## src/rtl/pbch_pkg.sv

```systemverilog
// Shared constants and FSM encoding for the PBCH resource-element index generator.
package pbch_pkg;
   localparam int SSB_NUM_SC     = 240;
   localparam int PBCH_SYM_FIRST = 1;
   localparam int PBCH_SYM_LAST  = 3;
   localparam int SYM2_LO_END    = 47;
   localparam int SYM2_HI_START  = 192;
   localparam int PBCH_DATA_RE   = 432;
   localparam int PBCH_DMRS_RE   = 144;

   typedef enum logic [1:0] {
      IDLE = 2'd0,
      GEN  = 2'd1,
      FIN  = 2'd2
   } pbch_state_e;
endpackage

```

## src/rtl/pbch_sc_stepper.sv

```systemverilog
// Combinational successor of (sym, sc) in PBCH RE order; init_i yields the first RE instead.
// DMRS REs (sc mod 4 == v) are stepped over unless dmrs_en_i is set.
module pbch_sc_stepper
   import pbch_pkg::*;
#(
   parameter int SC_W  = 8,
   parameter int SYM_W = 2
) (
   input  logic             init_i,
   input  logic [1:0]       v_i,
   input  logic             dmrs_en_i,
   input  logic [SYM_W-1:0] sym_i,
   input  logic [SC_W-1:0]  sc_i,
   output logic [SYM_W-1:0] nxt_sym_o,
   output logic [SC_W-1:0]  nxt_sc_o,
   output logic             nxt_dmrs_o,
   output logic             nxt_last_o
);
   typedef struct packed {
      logic [SYM_W-1:0] sym;
      logic [SC_W-1:0]  sc;
   } re_pos_t;

   function automatic re_pos_t advance(input re_pos_t p);
      re_pos_t n;
      n.sym = p.sym;
      n.sc  = p.sc + SC_W'(1);
      if (p.sym == SYM_W'(PBCH_SYM_FIRST + 1) && p.sc == SC_W'(SYM2_LO_END)) begin
         n.sc = SC_W'(SYM2_HI_START);
      end else if (p.sc == SC_W'(SSB_NUM_SC - 1)) begin
         n.sym = p.sym + SYM_W'(1);
         n.sc  = '0;
      end
      return n;
   endfunction

   re_pos_t          cur, cand, cand2, nxt;
   logic             skip;
   logic [SC_W-1:0]  last_sc;

   always_comb begin
      cur.sym = sym_i;
      cur.sc  = sc_i;
      if (init_i) begin
         cand.sym = SYM_W'(PBCH_SYM_FIRST);
         cand.sc  = '0;
      end else begin
         cand = advance(cur);
      end
      // DMRS pitch is 4 and both sym-2 segment edges are multiples of 4, so one skip suffices
      cand2 = advance(cand);
      skip  = !dmrs_en_i && (cand.sc[1:0] == v_i);
      nxt   = skip ? cand2 : cand;

      last_sc = (dmrs_en_i || v_i != 2'd3) ? SC_W'(SSB_NUM_SC - 1) : SC_W'(SSB_NUM_SC - 2);

      nxt_sym_o  = nxt.sym;
      nxt_sc_o   = nxt.sc;
      nxt_dmrs_o = dmrs_en_i && (nxt.sc[1:0] == v_i);
      nxt_last_o = (nxt.sym == SYM_W'(PBCH_SYM_LAST)) && (nxt.sc == last_sc);
   end
endmodule

```

## src/rtl/pbch_re_index_gen.sv

```systemverilog
// PBCH RE index generator: emits the SSB's PBCH (sym, sc) indices in grid order, one per valid/ready handshake.
// Define PBCH_DMRS_IDX_EN to emit DMRS REs too (576 indices); otherwise they are skipped (432 indices).
module pbch_re_index_gen
   import pbch_pkg::*;
#(
   parameter int SC_W  = 8,
   parameter int SYM_W = 2,
   parameter int CNT_W = 10
) (
   input  logic             clk,
   input  logic             rst,
   input  logic             start,
   input  logic [9:0]       ncellid,
   input  logic             out_ready,
   output logic             idx_valid,
   output logic [SYM_W-1:0] idx_sym,
   output logic [SC_W-1:0]  idx_sc,
   output logic             idx_dmrs,
   output logic             idx_last,
   output logic [CNT_W-1:0] idx_count,
   output logic             busy,
   output logic             done
);
`ifdef PBCH_DMRS_IDX_EN
   localparam logic DMRS_EN = 1'b1;
`else
   localparam logic DMRS_EN = 1'b0;
`endif
   localparam int TOTAL_RE = DMRS_EN ? (PBCH_DATA_RE + PBCH_DMRS_RE) : PBCH_DATA_RE;

   if ((1 << CNT_W) <= TOTAL_RE) begin : g_cnt_w_chk
      $error("CNT_W too narrow for the PBCH RE count");
   end

   pbch_state_e      state_q, state_d;
   logic [1:0]       v_q, v_d;
   logic [SYM_W-1:0] sym_q, sym_d;
   logic [SC_W-1:0]  sc_q, sc_d;
   logic             dmrs_q, dmrs_d;
   logic             last_q, last_d;
   logic             valid_q, valid_d;
   logic [CNT_W-1:0] count_q, count_d;
   logic             busy_q, busy_d;
   logic             done_q, done_d;

   logic             step_init;
   logic [1:0]       step_v;
   logic [SYM_W-1:0] nxt_sym;
   logic [SC_W-1:0]  nxt_sc;
   logic             nxt_dmrs, nxt_last;
   logic             unused_cid;

   assign unused_cid = ^ncellid[9:2];
   // In IDLE the stepper sees the incoming cell ID so the first RE is ready on the accepting edge
   assign step_init  = (state_q == IDLE);
   assign step_v     = step_init ? ncellid[1:0] : v_q;

   pbch_sc_stepper #(.SC_W(SC_W), .SYM_W(SYM_W)) u_stepper (
      .init_i     (step_init),
      .v_i        (step_v),
      .dmrs_en_i  (DMRS_EN),
      .sym_i      (sym_q),
      .sc_i       (sc_q),
      .nxt_sym_o  (nxt_sym),
      .nxt_sc_o   (nxt_sc),
      .nxt_dmrs_o (nxt_dmrs),
      .nxt_last_o (nxt_last)
   );

   always_comb begin
      state_d = state_q;
      v_d     = v_q;
      sym_d   = sym_q;
      sc_d    = sc_q;
      dmrs_d  = dmrs_q;
      last_d  = last_q;
      valid_d = valid_q;
      count_d = count_q;
      busy_d  = busy_q;
      done_d  = 1'b0;
      case (state_q)
         IDLE: begin
            if (start) begin
               state_d = GEN;
               v_d     = ncellid[1:0];
               count_d = '0;
               sym_d   = nxt_sym;
               sc_d    = nxt_sc;
               dmrs_d  = nxt_dmrs;
               last_d  = nxt_last;
               valid_d = 1'b1;
               busy_d  = 1'b1;
            end
         end
         GEN: begin
            if (valid_q && out_ready) begin
               count_d = count_q + CNT_W'(1);
               if (last_q) begin
                  state_d = FIN;
                  valid_d = 1'b0;
                  busy_d  = 1'b0;
                  last_d  = 1'b0;
                  dmrs_d  = 1'b0;
                  done_d  = 1'b1;
               end else begin
                  sym_d  = nxt_sym;
                  sc_d   = nxt_sc;
                  dmrs_d = nxt_dmrs;
                  last_d = nxt_last;
               end
            end
         end
         FIN:     state_d = IDLE;
         default: state_d = IDLE;
      endcase
   end

   always_ff @(posedge clk or posedge rst) begin
      if (rst) begin
         state_q <= IDLE;
         v_q     <= '0;
         sym_q   <= '0;
         sc_q    <= '0;
         dmrs_q  <= 1'b0;
         last_q  <= 1'b0;
         valid_q <= 1'b0;
         count_q <= '0;
         busy_q  <= 1'b0;
         done_q  <= 1'b0;
      end else begin
         state_q <= state_d;
         v_q     <= v_d;
         sym_q   <= sym_d;
         sc_q    <= sc_d;
         dmrs_q  <= dmrs_d;
         last_q  <= last_d;
         valid_q <= valid_d;
         count_q <= count_d;
         busy_q  <= busy_d;
         done_q  <= done_d;
      end
   end

   assign idx_valid = valid_q;
   assign idx_sym   = sym_q;
   assign idx_sc    = sc_q;
   assign idx_dmrs  = dmrs_q;
   assign idx_last  = last_q;
   assign idx_count = count_q;
   assign busy      = busy_q;
   assign done      = done_q;
endmodule

```

## config.mk

```make
export PLATFORM = sky130hd
export DESIGN_NAME = pbch_re_index_gen
export DESIGN_NICKNAME = d
export VERILOG_FILES = /design/src/rtl/pbch_pkg.sv /design/src/rtl/pbch_sc_stepper.sv /design/src/rtl/pbch_re_index_gen.sv
export SDC_FILE = /design/constraint.sdc
export NUM_CORES = 1
export LEC_CHECK = 0
export CAP_MARGIN = 20
export CORE_MARGIN = 2
export CORE_UTILIZATION = 37
export DETAILED_ROUTE_END_ITERATION = 12
export PLACE_DENSITY = 0.63
export SYNTH_ARGS = -nofsm -noshare
export SYNTH_HDL_FRONTEND = slang
export SYNTH_SLANG_ARGS = --single-unit
```

## constraint.sdc

```tcl
create_clock -name clk -period 3.5 [get_ports clk]
set_input_delay 0.7 -clock clk [delete_from_list [all_inputs] [get_ports clk]]
set_output_delay 0.7 -clock clk [all_outputs]
set_load 0.03 [all_outputs]
```

==> summary.txt <==
Root Driver - clkbuf_8
Avg WL per Cell - 15.0 um
max-slew violations - 0
Total GRT Usage - 17.8%
area of the multi-input gates - 1390 um^2
mux cell area share after synthesis - 5.34%
routability cong. - 0.910
area share of fa/ha/maj cells after synthesis - 2.90%
1st-iter DRT viols - 147
clock buffer depth - 2
vias in the first global route - 1889
Fin Setup TNS - 0 ns
H-tree depth - 1
total gr overflow - 0
Cells after Synth - 255
CP peak stage delay - 0.42 ns
Inserted Clock Buffers - 3
Worst Path Required - 3.69 ns
status - finished, final reports clean
Final Cycle Share - 95.0%
Setup crit end kind - flop
vias per cell - 5.57
max-capacitance violation count - 0
CTS Hold Bufs - 0
simple-gate area share of the yosys netlist - 29.4%
Synth top cells by count - 27 x dfrtp_1, 26 x nand2_1, 26 x nor2_1, 13 x nand3_1, 12 x o21ai_0
WS Path Type - reg -> reg
Final ANT Viol Nets - 0
diodes inserted - 0
WL final - 5430 um
register area - 676 um^2
total core area - 5570 um^2
Ys Warns - 0
DP HPWL - 4090 um
Synth Area in Compound Gates - 19.2%
syn_area_per_cell - 8.45 um^2
Layout area overhead - 23.1%
DRC - 0
crit path DAT - 3.52 ns
crit-path most repeated cell - ha_2
crit path launch type - flop
Leak - 1.11 nW
pin count of the biggest net entering global routing - 28
total number of vias - 2011
crit-path max FO - 5
fraction of final layout cells sized beyond drive strength 1 - 13.8%
final count of hold timing violations - 0
crit path cell chain - inv_1 > ha_2 > or3b_4 > a211oi_4 > nor2_2 > and2_1 > ha_2 > and4b_1 > a21oi_1 > buf_4 > nor4_4 > a32o_1 > a211o_1 > nand4b_1 > o31ai_1
CTS tree - built
Die Y - 80.3 um
post-synth top area cell - dfrtp_1
Clock Pin Slew Worst Setup and Hold Paths - 0.11 ns
Primary FF master, synth - dfrtp_1
Post-synth ARST share - 100%
Synth top area share - 31.4%
drt first pass iters - 5
relative slew slack - 59.8%
Pwr Total - 1.05 mW
first-pass GRT wire length - 9030 um
count leader, synth - dfrtp_1
Syn Nets - 274
Post-synth EDFFs - 0
fillcell total - 559
FF+latch count, synth - 27
Rows - 27
RSZ-0062 raised after global routing - false
Initial Util - 38.7%
Fmax - 0.301 GHz
VDD IR-drop max - 0.221 mV
final setup violating endpoints - 0
cell area after synthesis - 2150 um^2
post-layout min period - 3.32 ns
Synth cell types - 62
Setup Skew - 0.00565 ns
die width - 80.3 um
Clock Latency Late Sink - 0.28 ns
initial antenna violation count - 0
top cells by area, synth - dfrtp_1 31%, nand2_1 4.5%, nor2_1 4.5%
num ports - 39
IO buf count - 29
CTS sink cnt - 27
placed cell area - 2570 um^2
main combinational cell family by area after synthesis - simple AND/OR/NAND/NOR gates
post-synthesis sequential area ratio - 31.4%
Final Instance Area - 2650 um^2
Hold Path Class - reg -> reg
Die Area - 6450 um^2
Nets - 309
Power per Cell Area - 396 nW/um^2
Crit-path slowest cell - or3b_4
Slew @ Worst Pin - 0.599 ns
xor-xnor portion of the synthesized cell area - 6.10%
==> registers in the layout, indices dropped and copies added, names as in the netlist <==
register / cells
idx_sym: 2
busy: 1
idx_sc: 8
done: 1
idx_last: 1
idx_count: 10
state_q: 2
v_q: 2
==> worst paths after layout <==
check / from / to / slack (ns) / cells after the start
max: idx_sym[0]$_DFFE_PP0P_ / idx_last$_DFFE_PP0P_ / 0.18 / 15
min: idx_count[9]$_DFFE_PP0P_ / idx_count[9]$_DFFE_PP0P_ / 0.57 / 2
max reg2reg: idx_sym[0]$_DFFE_PP0P_ / idx_last$_DFFE_PP0P_ / 0.18 / 15
min reg2reg: idx_count[9]$_DFFE_PP0P_ / idx_count[9]$_DFFE_PP0P_ / 0.57 / 2
max in group asynchronous: rst / idx_sc[4]$_DFFE_PP0P_ / 2.46 / 3
min in group asynchronous: rst / idx_count[3]$_DFFE_PP0P_ / 0.77 / 3
==> kinds of logic (layout without fill, tap and decap cells) <==
kind of cell / after synthesis / in the layout
xor+xnor: 15 / 15
fa+ha+maj: 5 / 5
compound gates: 56 / 56
other cells: 1 / 1
simple gates: 115 / 115
buf+inv: 25 / 59
flops: 27 / 27
mux: 11 / 11
==> cell type report <==
type | count | share of cell area [%]
Multi-Input combinational cell | 203 | 52.2
Sequential cell | 27 | 25.5
Timing Repair Buffer | 46 | 15.8
Tap cell | 72 | 3.40
Clock buffer | 3 | 1.56
Inverter | 9 | 1.27
Clock inverter | 1 | 0.330
==> layout by cell type (no fill, tap or decap), types with 7 or more instances in the layout <==
master,instances
clkdlybuf4s50_1,29
dfrtp_1,27
nand2_1,26
nor2_1,25
buf_4,17
nand3_1,13
o21ai_0,12
a21oi_1,11
xor2_1,9
inv_1,9
nor3_1,7
mux2i_1,7
==> metrics by stage <==
stage	utilization [%]	hold slack (ns)	cells	worst slack, ns
floorplan	-	0.542	255	0.156
global placement	46.1	0.532	356	0.0519
detailed placement	46.1	0.552	356	0.0394
CTS	47.0	0.580	360	0.00926
global route	47.6	0.600	361	0.00676
finish	47.6	0.570	361	0.176
==> power breakdown <==
group          internal, mW  total, mW  switching (mW)
Combinational         0.210      0.502           0.292
Clock                0.0838      0.195           0.112
Sequential            0.335      0.352          0.0171
==> layer usage <==
metal  part of all wire [%]  up-vias  GRT usage (%)
met2                     47       55           28.1
met4                    1.2        0           5.93
met3                    5.1        6           1.91
met5                      0        -              0
met1                     47      967           25.4
li1                       -      983              -
==> critical path, delay by kind of cell (launching register included) <==
kind | cells | cell delay [ns]
flip-flops | 1 | 0.39
buffers and inverters | 2 | 0.21
adder cells (fa/ha/maj) | 2 | 0.37
AO/OA/AOI/OAI | 5 | 1.16
AND/OR/NAND/NOR | 6 | 1.11
==> repair_timing <==
| item | CTS | global route |
|---|---|---|
| resized for setup | 0 | 7 |
| setup endpoints to repair | 0 | 2 |
| setup buffers | 0 | 1 |
Power figures use the tool's default switching activity.
==> RTL change: new RTL, same settings <==
`sc_q` no longer has a reset.
--- a/src/rtl/pbch_re_index_gen.sv
+++ b/src/rtl/pbch_re_index_gen.sv
@@ -120,7 +120,6 @@
          state_q <= IDLE;
          v_q     <= '0;
          sym_q   <= '0;
-         sc_q    <= '0;
          dmrs_q  <= 1'b0;
          last_q  <= 1'b0;
          valid_q <= 1'b0;
@@ -131,7 +130,6 @@
          state_q <= state_d;
          v_q     <= v_d;
          sym_q   <= sym_d;
-         sc_q    <= sc_d;
          dmrs_q  <= dmrs_d;
          last_q  <= last_d;
          valid_q <= valid_d;
@@ -139,6 +137,10 @@
          busy_q  <= busy_d;
          done_q  <= done_d;
       end
+   end
+
+   always_ff @(posedge clk) begin
+      sc_q <= sc_d;
    end
 
    assign idx_valid = valid_q;
Formal check against the unedited RTL: not equivalent (a bounded check fails within 4 cycles, from zero or initial values and one cycle with rst high).
==> RTL change against the original RTL <==
  * Die area fell by 4.4%
  * Setup slack worse by 0.048 ns
  * Highest routed layer unchanged
  * Sequential share of layout area up 1.6 points
  * Sequential cell count unchanged
  * Synthesized area fell by 4.6%
  * Combinational power grew 38%
  * Critical endpoint unchanged
  * Total power up 25%
  * Cell area fell by 0.47%
  * Largest cell class unchanged
  * Wire length down 8.5%
  * First-iteration DRC count shrank 5.4%
  * Maximum frequency shrank 1.4%
==> RTL change: results (changes against the original RTL) <==
sequential cell area fraction in the yosys report 0.348 (+0.0348); tightest slew margin relative to the limit 0.509 (-0.0888); number of DRC markers after the initial detailed-route iteration 139 (-5.4%); share of cells above drive strength 1 0.190 (+0.0514); CP max stage delay 0.47 ns (+0.05 ns); result of the run completed; CTS buffer count 3 (unchanged); number of non-filler instances in the completed layout 346 (-4.2%); maximum fanout encountered on the critical timing path 6 (+1); via density per instance 5.38 (-3.5%); Setup Slack @ Placement 0.00723 ns (-0.0322 ns); register clock-pin slew on the reported worst setup and hold paths 0.10 ns; count of distinct cell types in the synthesized netlist 59 (-4.8%); setup clock skew after layout 0.00736 ns (+0.00172 ns); number of detailed-route iterations in the first pass 4 (-1); cells after synthesis 235 (-7.8%); placed insts 337 (-5.3%); leak pwr 0.993 nW (-10%); global-route wire length before repair 8780 µm (-2.8%); synthesized area 2050 µm² (-4.6%); area of the die 6160 µm² (-4.4%); vias in the first global route 1,823 (-3.5%); number of fillers in the final layout 517 (-7.5%); synth top area cells sky130_fd_sc_hd__dfrtp_1, sky130_fd_sc_hd__edfxtp_1, sky130_fd_sc_hd__xnor2_1; worst-path cell with the longest stage delay sky130_fd_sc_hd__edfxtp_1; overall track demand over capacity in global routing 0.173 (-0.00519); dpl hpwl 3760 µm (-8.2%); number of antenna violations at the first check in global routing 0 (unchanged); flip-flop cell with the highest count after synthesis sky130_fd_sc_hd__dfrtp_1; flip-flop count of the largest register after layout 10 (unchanged); EDFF count, synth 8 (+8); top cells by instance count after synthesis sky130_fd_sc_hd__nand2_1, sky130_fd_sc_hd__nor2_1, sky130_fd_sc_hd__dfrtp_1, sky130_fd_sc_hd__nand3_1; weighted congestion reported at the end of routability-driven placement 0.888 (-2.4%); Final Routed Wirelength 4970 µm (-8.5%); maximum VDD drop 0.246 mV (+12%); Synth Net Count 254 (-7.3%); pin count of the biggest net entering global routing 20 (-29%); Async S/R FF share, synth 0.704 (-0.296); number of nets in the final layout 294 (-4.9%)
==> RTL change: cell type report <==
type,count,area share
Multi-Input combinational cell,184,0.497
Sequential cell,27,0.271
Timing Repair Buffer,49,0.167
Tap cell,72,0.0341
Clock buffer,4,0.0171
Inverter,10,0.0142
==> RTL change: path summary, 6_finish.rpt <==
path / from / to / slack (ns) / depth (start not counted)
setup / recovery: idx_sc[1]$_DFFE_PP_ / idx_last$_DFFE_PP0P_ / 0.13 / 15
hold / removal: v_q[1]$_DFFE_PP0P_ / v_q[1]$_DFFE_PP0P_ / 0.54 / 1
setup reg to reg: idx_sc[1]$_DFFE_PP_ / idx_last$_DFFE_PP0P_ / 0.13 / 15
hold reg to reg: v_q[1]$_DFFE_PP0P_ / v_q[1]$_DFFE_PP0P_ / 0.54 / 1
max in group asynchronous: rst / idx_count[0]$_DFFE_PP0P_ / 2.20 / 2
min in group asynchronous: rst / idx_count[2]$_DFFE_PP0P_ / 0.84 / 2
==> RTL change: repair_timing <==
| item | 4_1_cts | 5_1_grt |
|---|---|---|
| setup buffers | 0 | 5 |
| hold buffers | 0 | 0 |
| resized for setup | 2 | 13 |
| pin swaps | 3 | 9 |
| endpoints found under the setup margin | 1 | 6 |
==> RTL change: cells by family (layout without fill, tap and decap cells) <==
kind of cell             after synthesis  in the layout  share of synthesized area
XOR/XNOR                              19             19                     0.0810
adder cells (fa/ha/maj)                5              5                     0.0305
other                                  1              1                    0.00183
buffers and inverters                 24             63                     0.0579
AND/OR/NAND/NOR                      102            102                      0.251
AO/OA/AOI/OAI                         47             47                      0.178
multiplexers                          10             10                     0.0518
flip-flops                            27             27                      0.348
==> RTL change: through the flow <==
step	setup TNS [ns]	cell area, µm²
floorplan	0	2080
global placement	0	2490
detailed placement	0	2490
CTS	0	2540
global route	-0.0737	2640
finish	0	2640
==> RTL change: layer usage <==
metal / vias up / routed length (µm) / GRT usage
li1: 929 / - / -
met1: 899 / 2420 / 0.240
met4: 0 / 29 / 0.0404
met5: - / 0 / 0
met3: 4 / 124 / 0.0230
met2: 28 / 2390 / 0.286
==> RTL change: critical path: cells and delay by family (launching register included) <==
family	cells	cell delay (ns)
compound gates	6	1.34
fa+ha+maj	2	0.35
flops	1	0.47
buf+inv	1	0.07
simple gates	6	1.06
==> RTL change: report_power, final <==
group	switching (mW)	internal, mW
combinational	0.399	0.295
sequential	0.0525	0.383
clock	0.0983	0.0816
